### config.mk
export PLATFORM = sky130hd
export DESIGN_NAME = uart_tx
export DESIGN_NICKNAME = d
export VERILOG_FILES = /design/src/rtl/uart_pkg.sv /design/src/rtl/uart_tx.sv
export SDC_FILE = /design/constraint.sdc
export NUM_CORES = 1
export LEC_CHECK = 0
export CORE_MARGIN = 8
export CORE_UTILIZATION = 50
export CTS_CLUSTER_SIZE = 10
export DETAILED_ROUTE_END_ITERATION = 8
export GPL_TIMING_DRIVEN = 0
export PLACE_DENSITY = 0.73
export SLEW_MARGIN = 20
export SYNTH_ARGS = -nofsm -noshare
export SYNTH_HDL_FRONTEND = slang
export SYNTH_SLANG_ARGS = --single-unit
### constraint.sdc
create_clock -name clk -period 2.3 [get_ports clk]
set_input_delay 0.69 -clock clk [delete_from_list [all_inputs] [get_ports clk]]
set_output_delay 0.69 -clock clk [all_outputs]
set_load 0.01 [all_outputs]
### src/rtl/uart_pkg.sv
// Shared UART definitions: transmitter/receiver FSM state encoding, legal
// parameter ranges and the parity helper used by uart_tx and uart_rx.
package uart_pkg;

  localparam int UART_DATA_BITS_MIN = 5;
  localparam int UART_DATA_BITS_MAX = 8;
  localparam int UART_STOP_BITS_MIN = 1;
  localparam int UART_STOP_BITS_MAX = 2;

  typedef enum logic [2:0] {
    ST_IDLE   = 3'd0,
    ST_SYNC   = 3'd1,
    ST_START  = 3'd2,
    ST_DATA   = 3'd3,
    ST_PARITY = 3'd4,
    ST_STOP   = 3'd5
  } tx_state_t;

  // Zero-padded inputs do not change the XOR, so narrow payloads pass through safely.
  function automatic logic calc_parity(input logic [UART_DATA_BITS_MAX-1:0] data,
                                       input logic odd);
    return (^data) ^ odd;
  endfunction

endpackage

### src/rtl/uart_tx.sv
// uart_tx: UART transmitter, start bit + DATA_BITS LSB-first + optional parity + STOP_BITS.
// Build option: define UART_TX_PARITY_EN to insert the parity bit after the data bits.
module uart_tx
  import uart_pkg::*;
#(
  parameter int DATA_BITS  = 8,
  parameter int STOP_BITS  = 1,
  parameter bit PARITY_ODD = 1'b0
) (
  input  logic                 clk,
  input  logic                 rst,
  input  logic                 baud_tick,
  input  logic [DATA_BITS-1:0] tx_data,
  input  logic                 tx_valid,
  output logic                 tx_ready,
  output logic                 tx,
  output logic                 tx_busy,
  output logic                 tx_done
);

  localparam int CNT_W = $clog2(DATA_BITS);
  localparam logic [CNT_W-1:0] DATA_LAST = CNT_W'(DATA_BITS - 1);
  localparam logic [CNT_W-1:0] STOP_LAST = CNT_W'(STOP_BITS - 1);

  tx_state_t            r_state;
  tx_state_t            w_state_next;
  logic [DATA_BITS-1:0] r_shift;
  logic [CNT_W-1:0]     r_cnt;
  logic                 r_tx;
  logic                 r_done;
  logic                 w_accept;
  logic                 w_data_last;
  logic                 w_stop_last;

`ifdef UART_TX_PARITY_EN
  logic r_parity;
`else
  logic w_unused_parity_odd;
  assign w_unused_parity_odd = PARITY_ODD;
`endif

  assign w_accept    = tx_valid && (r_state == ST_IDLE);
  assign w_data_last = (r_cnt == DATA_LAST);
  assign w_stop_last = (r_cnt == STOP_LAST);

  always_ff @(posedge clk or posedge rst) begin
    if (rst) r_state <= ST_IDLE;
    else     r_state <= w_state_next;
  end

  always_comb begin
    w_state_next = r_state;
    case (r_state)
      ST_IDLE:   if (tx_valid)  w_state_next = ST_SYNC;
      ST_SYNC:   if (baud_tick) w_state_next = ST_START;
      ST_START:  if (baud_tick) w_state_next = ST_DATA;
      ST_DATA: begin
        if (baud_tick && w_data_last) begin
`ifdef UART_TX_PARITY_EN
          w_state_next = ST_PARITY;
`else
          w_state_next = ST_STOP;
`endif
        end
      end
`ifdef UART_TX_PARITY_EN
      ST_PARITY: if (baud_tick) w_state_next = ST_STOP;
`endif
      ST_STOP:   if (baud_tick && w_stop_last) w_state_next = ST_IDLE;
      default:   w_state_next = ST_IDLE;
    endcase
  end

  always_comb begin
    tx_ready = (r_state == ST_IDLE);
    tx_busy  = (r_state != ST_IDLE);
    tx       = r_tx;
    tx_done  = r_done;
  end

  // Accept only happens in IDLE, where baud_tick is ignored, so the two never collide.
  always_ff @(posedge clk or posedge rst) begin
    if (rst) begin
      r_tx     <= 1'b1;
      r_done   <= 1'b0;
      r_shift  <= '0;
      r_cnt    <= '0;
`ifdef UART_TX_PARITY_EN
      r_parity <= 1'b0;
`endif
    end else begin
      r_done <= 1'b0;
      if (w_accept) begin
        r_shift  <= tx_data;
        r_cnt    <= '0;
`ifdef UART_TX_PARITY_EN
        r_parity <= calc_parity(UART_DATA_BITS_MAX'(tx_data), PARITY_ODD);
`endif
      end else if (baud_tick) begin
        case (r_state)
          ST_SYNC: r_tx <= 1'b0;
          ST_START: begin
            r_tx    <= r_shift[0];
            r_shift <= r_shift >> 1;
          end
          ST_DATA: begin
            if (w_data_last) begin
`ifdef UART_TX_PARITY_EN
              r_tx <= r_parity;
`else
              r_tx <= 1'b1;
`endif
              r_cnt <= '0;
            end else begin
              r_tx    <= r_shift[0];
              r_shift <= r_shift >> 1;
              r_cnt   <= r_cnt + 1'b1;
            end
          end
`ifdef UART_TX_PARITY_EN
          ST_PARITY: r_tx <= 1'b1;
`endif
          ST_STOP: begin
            if (w_stop_last) r_done <= 1'b1;
            else             r_cnt  <= r_cnt + 1'b1;
          end
          default: ;
        endcase
      end
    end
  end

endmodule

# Yosys cells after proc, flatten, opt, wreduce, memory -nomap -nowiden
# Cells that the tools add are included.
[word_totals]
input_bits = 12
elab_cells = 54
register_bits = 16
out_inout_bits = 4
[op_classes]
n_addsub = 1
mux = 21
eq_ne = 12
bitwise = 1
reduce_logical = 14
[op_table]
columns = ["op", "n"]
rows = [
  ["3-bit two-way mux", 9],
  ["8-bit two-way mux", 3],
  ["8-bit one-hot mux with 2 select lines", 1],
  ["3-bit one-hot mux with 5 select lines", 1],
  ["3-bit nonzero test", 4],
  ["2-bit != test (second input constant)", 5],
  ["3-bit AND reduction", 3],
  ["3-bit by 2-bit equality test with 1-bit output (second input constant)", 2],
  ["3-bit equality test (second input constant)", 2],
  ["3-bit logical NOT", 2],
  ["3-bit != test (second input constant)", 2],
  ["3-bit one-hot mux with 2 select lines", 1],
  ["1-bit two-way mux", 5],
  ["5-bit AND reduction", 1],
  ["3-bit by 1-bit adder with 3-bit output (second input constant)", 1],
  ["3-bit by 1-bit equality test with 1-bit output (second input constant)", 1],
  ["1-bit logical AND", 3],
  ["1-bit one-hot mux with 3 select lines", 1],
  ["2-bit nonzero test", 1],
  ["1-bit inverter", 1],
]

# Depth between registers and ports, before layout
# Gate-level depths: netlist (run 1).
[logic_depth]
ltp_word = 5
ltp_mapped = 7
ltp_nobuf = 6

# Least setup slack after synthesis (run 1)
# Ideal clock, no wire load.
[synth_timing]
kind = "input-to-reg"
start = "in tx_valid"
end = "reg r_shift[2]"
t_arrival_ns = 1.809
path_buffers = 0
setup_ns = 0.125
cell_stages = 4
path_slack_ns = 0.366
required_time_ns = 2.175
cell_sequence = "or3b_4 nor2_4 mux2_2 mux2_4"
[synth_between]
elab_chain_cells = 3
word_cells_on_any_way = 6
classes_between = "eq/ne (1); mux (1); reduce/logical (4)"
[synth_lines]
columns = ["element", "line_no", "source"]
rows = [
  ["start: declaration", "uart_tx.sv:14", "input logic tx_valid,"],
  ["1-bit logical AND *", "uart_tx.sv:42", "assign w_accept = tx_valid && (r_state == ST_IDLE);"],
  ["3-bit != test (no source line), or another cell as far along", "n/a", ""],
  ["3-bit AND reduction (no source line)", "n/a", ""],
  ["end signal: assignment", "uart_tx.sv:94", "r_shift <= tx_data;"],
  ["end signal: assignment", "uart_tx.sv:104", "r_shift <= r_shift >> 1;"],
  ["end signal: assignment", "uart_tx.sv:116", "r_shift <= r_shift >> 1;"],
  ["end: declaration", "uart_tx.sv:27", "logic [DATA_BITS-1:0] r_shift;"],
]
# Every way passes the cells marked *; elsewhere a longest branch is shown, timed or not.
# A chain may end at the register's enable or synchronous reset.

# Worst setup path in the final report (run 1)
[layout_timing]
start = "reg r_state[1]"
end = "out tx_busy"
[layout_between]
elab_chain_cells = 1
[layout_lines]
columns = ["element", "line_no", "source"]
rows = [
  ["start: declaration", "uart_tx.sv:25", "tx_state_t r_state;"],
  ["start signal: assignment", "uart_tx.sv:48", "else r_state <= w_state_next;"],
  ["3-bit nonzero test", "uart_tx.sv:76", "tx_busy = (r_state != ST_IDLE);"],
  ["end: declaration", "uart_tx.sv:17", "output logic tx_busy,"],
]
# No other way between the ends.

==> flow_summary.ini, run 1 <==
[critical_path]
worstPathMaxFanout = 10
cp_slowest_stage_delay_ns = 0.47
r2r_slack_ns = 0.45
arrival_ns = 1.49
start_kind = flip-flop
cp_slowest_cell = clkdlybuf4s50_1
cp.required_ns = 1.61
end_kind = primary output
crit_type = reg2out
cp_cell_sequence = buf_2, nor3_4, inv_1, clkdlybuf4s50_1

[timing]
tightest_slew_ns = 0.592
fin_worst_skew_ns = 0.00806
relSlewSlack = 0.605
finalCritPeriodShare = 0.949
setup_viol = 0
slew_viol_final = 0
hold_viol = 0
rsz0062_at_grt = false
finalCriticalPeriod_ns = 2.18
timing.fmax_mhz = 458

[clocking]
ctsHtreeMaxLevel = 1
postCtsHoldBufs = 0
root_buffer = clkbuf_4
clk_path_buf_depth = 2
clk_latency_ns = 0.28
clkTransAtPathRegs_ns = 0.10
cts_tree = done
cts_buffers = 3
clkSinkCount = 16

[synth]
netlist_area_um2 = 900
synth_top_area_share = 0.417
yosys.area.top_type = dfrtp_1
syn_inst = 91
syn_avg_cell_area_um2 = 9.89
yosys_warnings = 0
synth.area.top_cells = dfrtp_1 42%, ha_1 5.6%, mux2_2 5.0%
async_flop_share = 1.00
ys.flop_type = dfrtp_1
synth_seq_cells = 16
synth_most_common_cell = dfrtp_1
syn_nets = 107
ys_types = 30
synthTopCellsByCount = 15 x dfrtp_1, 10 x inv_1, 8 x nand2_1
synth_edf_count = 0
ys_seq_area_frac = 0.446

[power_and_ir_drop]
power_density_mw_per_mm2 = 1130
total_power_uw = 1280
p_leak_uw = 0.000536
peakVddDrop_uv = 721

[detailed_routing]
drt-initial-drc-count = 2
avgRoutedWirePerCell_um = 12.7
drc = 0
via_per_inst = 5.12
vias = 691
final_antenna_net_count = 0
wirelength_um = 1710
dr.pass1.iters = 4
met3WireLength_um = 97
highest_layer = met4
route.met2.wl_um = 786
met1_length_um = 808

[status]
outcome = finished clean

[global_route]
grt_max_degree = 17
antenna_found_initial = 0
grt-ovfl-total = 0
grt_pass1_vias = 722
grt_pass1_wl_um = 3060
grt_usage = 0.113

[die]
start_util = 0.527
die_height_um = 58.4
core_mm2 = 0.00171
rows = 15
io_pins = 16
fp.dieArea_mm2 = 0.00341
die-width_um = 58.4

[cells_and_area]
final_core_util = 0.664
antennaDiodeCount = 0
final_area_mm2 = 0.00113
fillers = 150
nNetsFinal = 127
drive_gt1_frac = 0.191
area_growth_pct = 26.0

[placed_design]
dp_hpwl_um = 1310
placed_cell_area_mm2 = 0.00108
port-buffer-count = 15
finalWeightedCongestion = 0.793

[worst_hold_path]
hp-class = reg2reg

[run]
cap_violations = 0
==> sequential cells by signal (all words and copies together), names as in the netlist <==
name / count
r_state: 3
r_shift: 8
r_cnt: 3
tx: 1
tx_done: 1
==> per-layer routing <==
layer,vias to the layer above,GRT usage
met4,0,0.0594
met5,-,0
met3,2,0.0370
met1,329,0.130
met2,14,0.183
li1,346,-
==> power by group <==
group	switching, uW	internal [uW]	leakage (uW)	total (uW)
Clock	90.7	96.2	0.0000210	187
Sequential	69.0	405	0.000187	475
Combinational	295	320	0.000328	615
Total	455	821	0.000536	1280
==> worst max-delay path: cells and delay by family (launching register included) <==
kind	cells	cell delay, ns
flip-flops	1	0.39
AND/OR/NAND/NOR	1	0.12
buffers and inverters	3	0.70
==> metrics by stage <==
step | instances | setup WS, ns | hold WS [ns] | setup TNS (ns)
floorplan | 91 | 0.366 | 0.462 | 0
global placement | 131 | -0.170 | 0.482 | -0.336
detailed placement | 131 | -0.174 | 0.495 | -0.338
CTS | 134 | 0.0313 | 0.509 | 0
global route | 135 | 0.0373 | 0.530 | 0
finish | 135 | 0.117 | 0.506 | 0
==> what timing repair did <==
action                                  CTS  global route
resized for setup                         4             2
setup buffers                             0             1
pin swaps                                 0             1
endpoints found under the setup margin    2             1
==> area by class of cell <==
| type | count | area [um2] | share of cell area |
|---|---|---|---|
| Inverter | 10 | 37.5 | 0.0331 |
| Timing Repair Buffer | 16 | 156 | 0.138 |
| Multi-Input combinational cell | 60 | 437 | 0.385 |
| Buffer | 4 | 32.5 | 0.0287 |
| Sequential cell | 16 | 403 | 0.355 |
| Tap cell | 25 | 31.3 | 0.0276 |
| Clock buffer | 4 | 36.3 | 0.0320 |
==> kinds of logic (layout without fill, tap and decap cells) <==
kind of cell	Yosys count	count (layout)	synth area share
and+or+nand+nor	27	27	0.159
adders and majority gates	4	4	0.0556
DFF	16	16	0.446
buffers and inverters	15	34	0.0807
muxes	9	9	0.117
AOI/OAI and AO/OA	20	20	0.142
==> worst paths after layout <==
kind / start / cells after the start / to
max in group asynchronous: rst / 2 / r_state[2]
min: tx / 2 / tx
max reg2reg: r_state[0] / 5 / r_shift[6]
max: r_state[1] / 4 / tx_busy
min in group asynchronous: rst / 2 / r_state[1]
min reg2reg: tx / 2 / tx
==> cells in the final DEF, fill, tap and decap left out, drive strengths merged, types with 2 or more instances in the layout <==
master	count
nand2b	3
ha	4
o21ai	2
mux2i	3
o22ai	3
buf	4
nor2	7
nor3	2
clkbuf	5
inv	10
clkdlybuf4s50	14
dfrtp	15
mux2	6
a21o	2
nor2b	3
a21oi	7
nand2	8
(Power assumes the default switching activity.)
==> run 2, diff against run 1 <==
--- a/config.mk
+++ b/config.mk
@@ -10,6 +10,7 @@
 export CTS_CLUSTER_SIZE = 10
 export DETAILED_ROUTE_END_ITERATION = 8
 export GPL_TIMING_DRIVEN = 0
+export MAX_ROUTING_LAYER = met4
 export PLACE_DENSITY = 0.73
 export SLEW_MARGIN = 20
 export SYNTH_ARGS = -nofsm -noshare
==> run 2 against run 1 <==
  * First-iteration DRC count increased by 50%
  * Utilization unchanged
  * Critical path depth unchanged
  * Global-route usage increased by 0.30 points
  * Power about the same
  * Worst setup slack about the same
  * Die area unchanged
  * Sequential share of layout area unchanged
  * Design area unchanged
  * Critical path type unchanged
==> flow_summary.ini, run 2 (synthesis results as in run 1) <==
[placed_design]
finalWeightedCongestion = 0.804
dp_hpwl_um = 1310
port-buffer-count = 15
placed_cell_area_mm2 = 0.00108

[critical_path]
crit_type = reg2out
regToRegEndpoint = r_shift[6]
cp_slowest_stage_delay_ns = 0.47
worstPathMaxFanout = 10
worst_r2r_path_depth = 5
cp.required_ns = 1.61
end_kind = primary output
cp_slowest_cell = clkdlybuf4s50_1
rr_startpoint = r_state[0]
r2r_slack_ns = 0.45
start_kind = flip-flop
cp_cell_sequence = buf_2, nor3_4, inv_1, clkdlybuf4s50_1
arrival_ns = 1.49

[die]
die-width_um = 58.4
io_pins = 16
fp.dieArea_mm2 = 0.00341
start_util = 0.527
die_height_um = 58.4
core_mm2 = 0.00171
rows = 15

[timing]
hold_viol = 0
tightest_slew_ns = 0.592
timing.fmax_mhz = 458
rsz0062_at_grt = false
finalCriticalPeriod_ns = 2.18
slew_viol_final = 0
setup_viol = 0
fin_worst_skew_ns = 0.00808
relSlewSlack = 0.605
finalCritPeriodShare = 0.949

[detailed_routing]
via_per_inst = 5.12
drt-initial-drc-count = 3
final_antenna_net_count = 0
wirelength_um = 1710
vias = 691
drc = 0
avgRoutedWirePerCell_um = 12.7
dr.pass1.iters = 4

[global_route]
grt-ovfl-total = 0
antenna_found_initial = 0
grt_max_degree = 17
grt_usage = 0.116
grt_pass1_vias = 722
grt_pass1_wl_um = 3060

[worst_hold_path]
worstHoldPathCells = 2
hp-class = reg2reg
hold_start = tx
hold_end = tx

[cells_and_area]
final_area_mm2 = 0.00113
largestRegisters = r_shift (8), r_cnt (3), r_state (3)
nNetsFinal = 127
fillers = 150
largest_reg_flops = 8
drive_gt1_frac = 0.191
top_register = r_shift
area_growth_pct = 26.0
final_core_util = 0.664
final_cell_mix = 14 x clkdlybuf4s50_1, 14 x dfrtp_1, 10 x inv_1
antennaDiodeCount = 0

[power_and_ir_drop]
power_density_mw_per_mm2 = 1130
p_leak_uw = 0.000536
peakVddDrop_uv = 721

[clocking]
clk_path_buf_depth = 2
root_buffer = clkbuf_4
postCtsHoldBufs = 0
cts_buffers = 3
clkSinkCount = 16
clkTransAtPathRegs_ns = 0.10
ctsHtreeMaxLevel = 1
cts_tree = done
clk_latency_ns = 0.28

[run]
cap_violations = 0

[status]
outcome = finished clean
-- run 2: cell counts in the layout (fill, tap and decap cells not counted) --
No cell type changed its count.
-- run 2: per-layer routing --
metal | vias up | wire (um) | track usage
li1 | 346 | - | -
met1 | 329 | 834 | 0.134
met2 | 14 | 785 | 0.183
met3 | 2 | 71 | 0.0304
met4 | 0 | 19 | 0.0594
met5 | - | 0 | -
-- run 2: final cells by class --
type | count | area [um2] | share of cell area
Tap cell | 25 | 31.3 | 0.0276
Inverter | 10 | 37.5 | 0.0331
Buffer | 4 | 32.5 | 0.0287
Clock buffer | 4 | 36.3 | 0.0320
Multi-Input combinational cell | 60 | 437 | 0.385
Sequential cell | 16 | 403 | 0.355
Timing Repair Buffer | 16 | 156 | 0.138
-- run 2: where the power goes --
group          switching, uW  internal (uW)  leakage (uW)
clock network           90.7           96.2     0.0000210
logic                    295            320      0.000328
registers               69.0            405      0.000187
-- run 2: worst max-delay path by stage --
stage | to | slack (ns) | startpoint
final | tx_busy | 0.12 | r_state[1]
after floorplan | r_shift[2] | 0.37 | tx_valid
after global routing | tx_busy | 0.04 | r_state[1]
after CTS | tx_busy | 0.03 | r_state[1]
after global placement | r_shift[6] | -0.17 | tx_valid
after detailed placement | r_shift[6] | -0.17 | tx_valid
-- run 2: metrics by stage --
| stage | instances | TNS [ns] | total power, uW | worst slack, ns | hold slack (ns) |
|---|---|---|---|---|---|
| global route | 135 | 0 | 1380 | 0.0373 | 0.530 |
| floorplan | 91 | 0 | 934 | 0.366 | 0.462 |
| finish | 135 | 0 | 1280 | 0.117 | 0.506 |
| global placement | 131 | -0.336 | 1060 | -0.170 | 0.482 |
| detailed placement | 131 | -0.338 | 1090 | -0.174 | 0.495 |
| CTS | 134 | 0 | 1280 | 0.0313 | 0.509 |
-- run 2: critical path: cells and delay by family, from the launching register on --
kind	cells	cell delay, ns
flip-flops	1	0.39
AND/OR/NAND/NOR	1	0.12
buffers and inverters	3	0.70
-- run 2: timing repair --
item	CTS	global route
cloned	0	0
gates resized for setup	4	2
endpoints found under the setup margin	2	1
pin swaps	0	1
setup buffers	0	1
hold endpoints to repair	0	0
==> run 3, diff against run 2 <==
--- a/config.mk
+++ b/config.mk
@@ -7,7 +7,7 @@
 export LEC_CHECK = 0
 export CORE_MARGIN = 8
 export CORE_UTILIZATION = 50
-export CTS_CLUSTER_SIZE = 10
+export CTS_CLUSTER_SIZE = 14
 export DETAILED_ROUTE_END_ITERATION = 8
 export GPL_TIMING_DRIVEN = 0
 export MAX_ROUTING_LAYER = met4
==> results of run 3 <==
No change in the layout: final DEF, timing and power equal those of run 2.
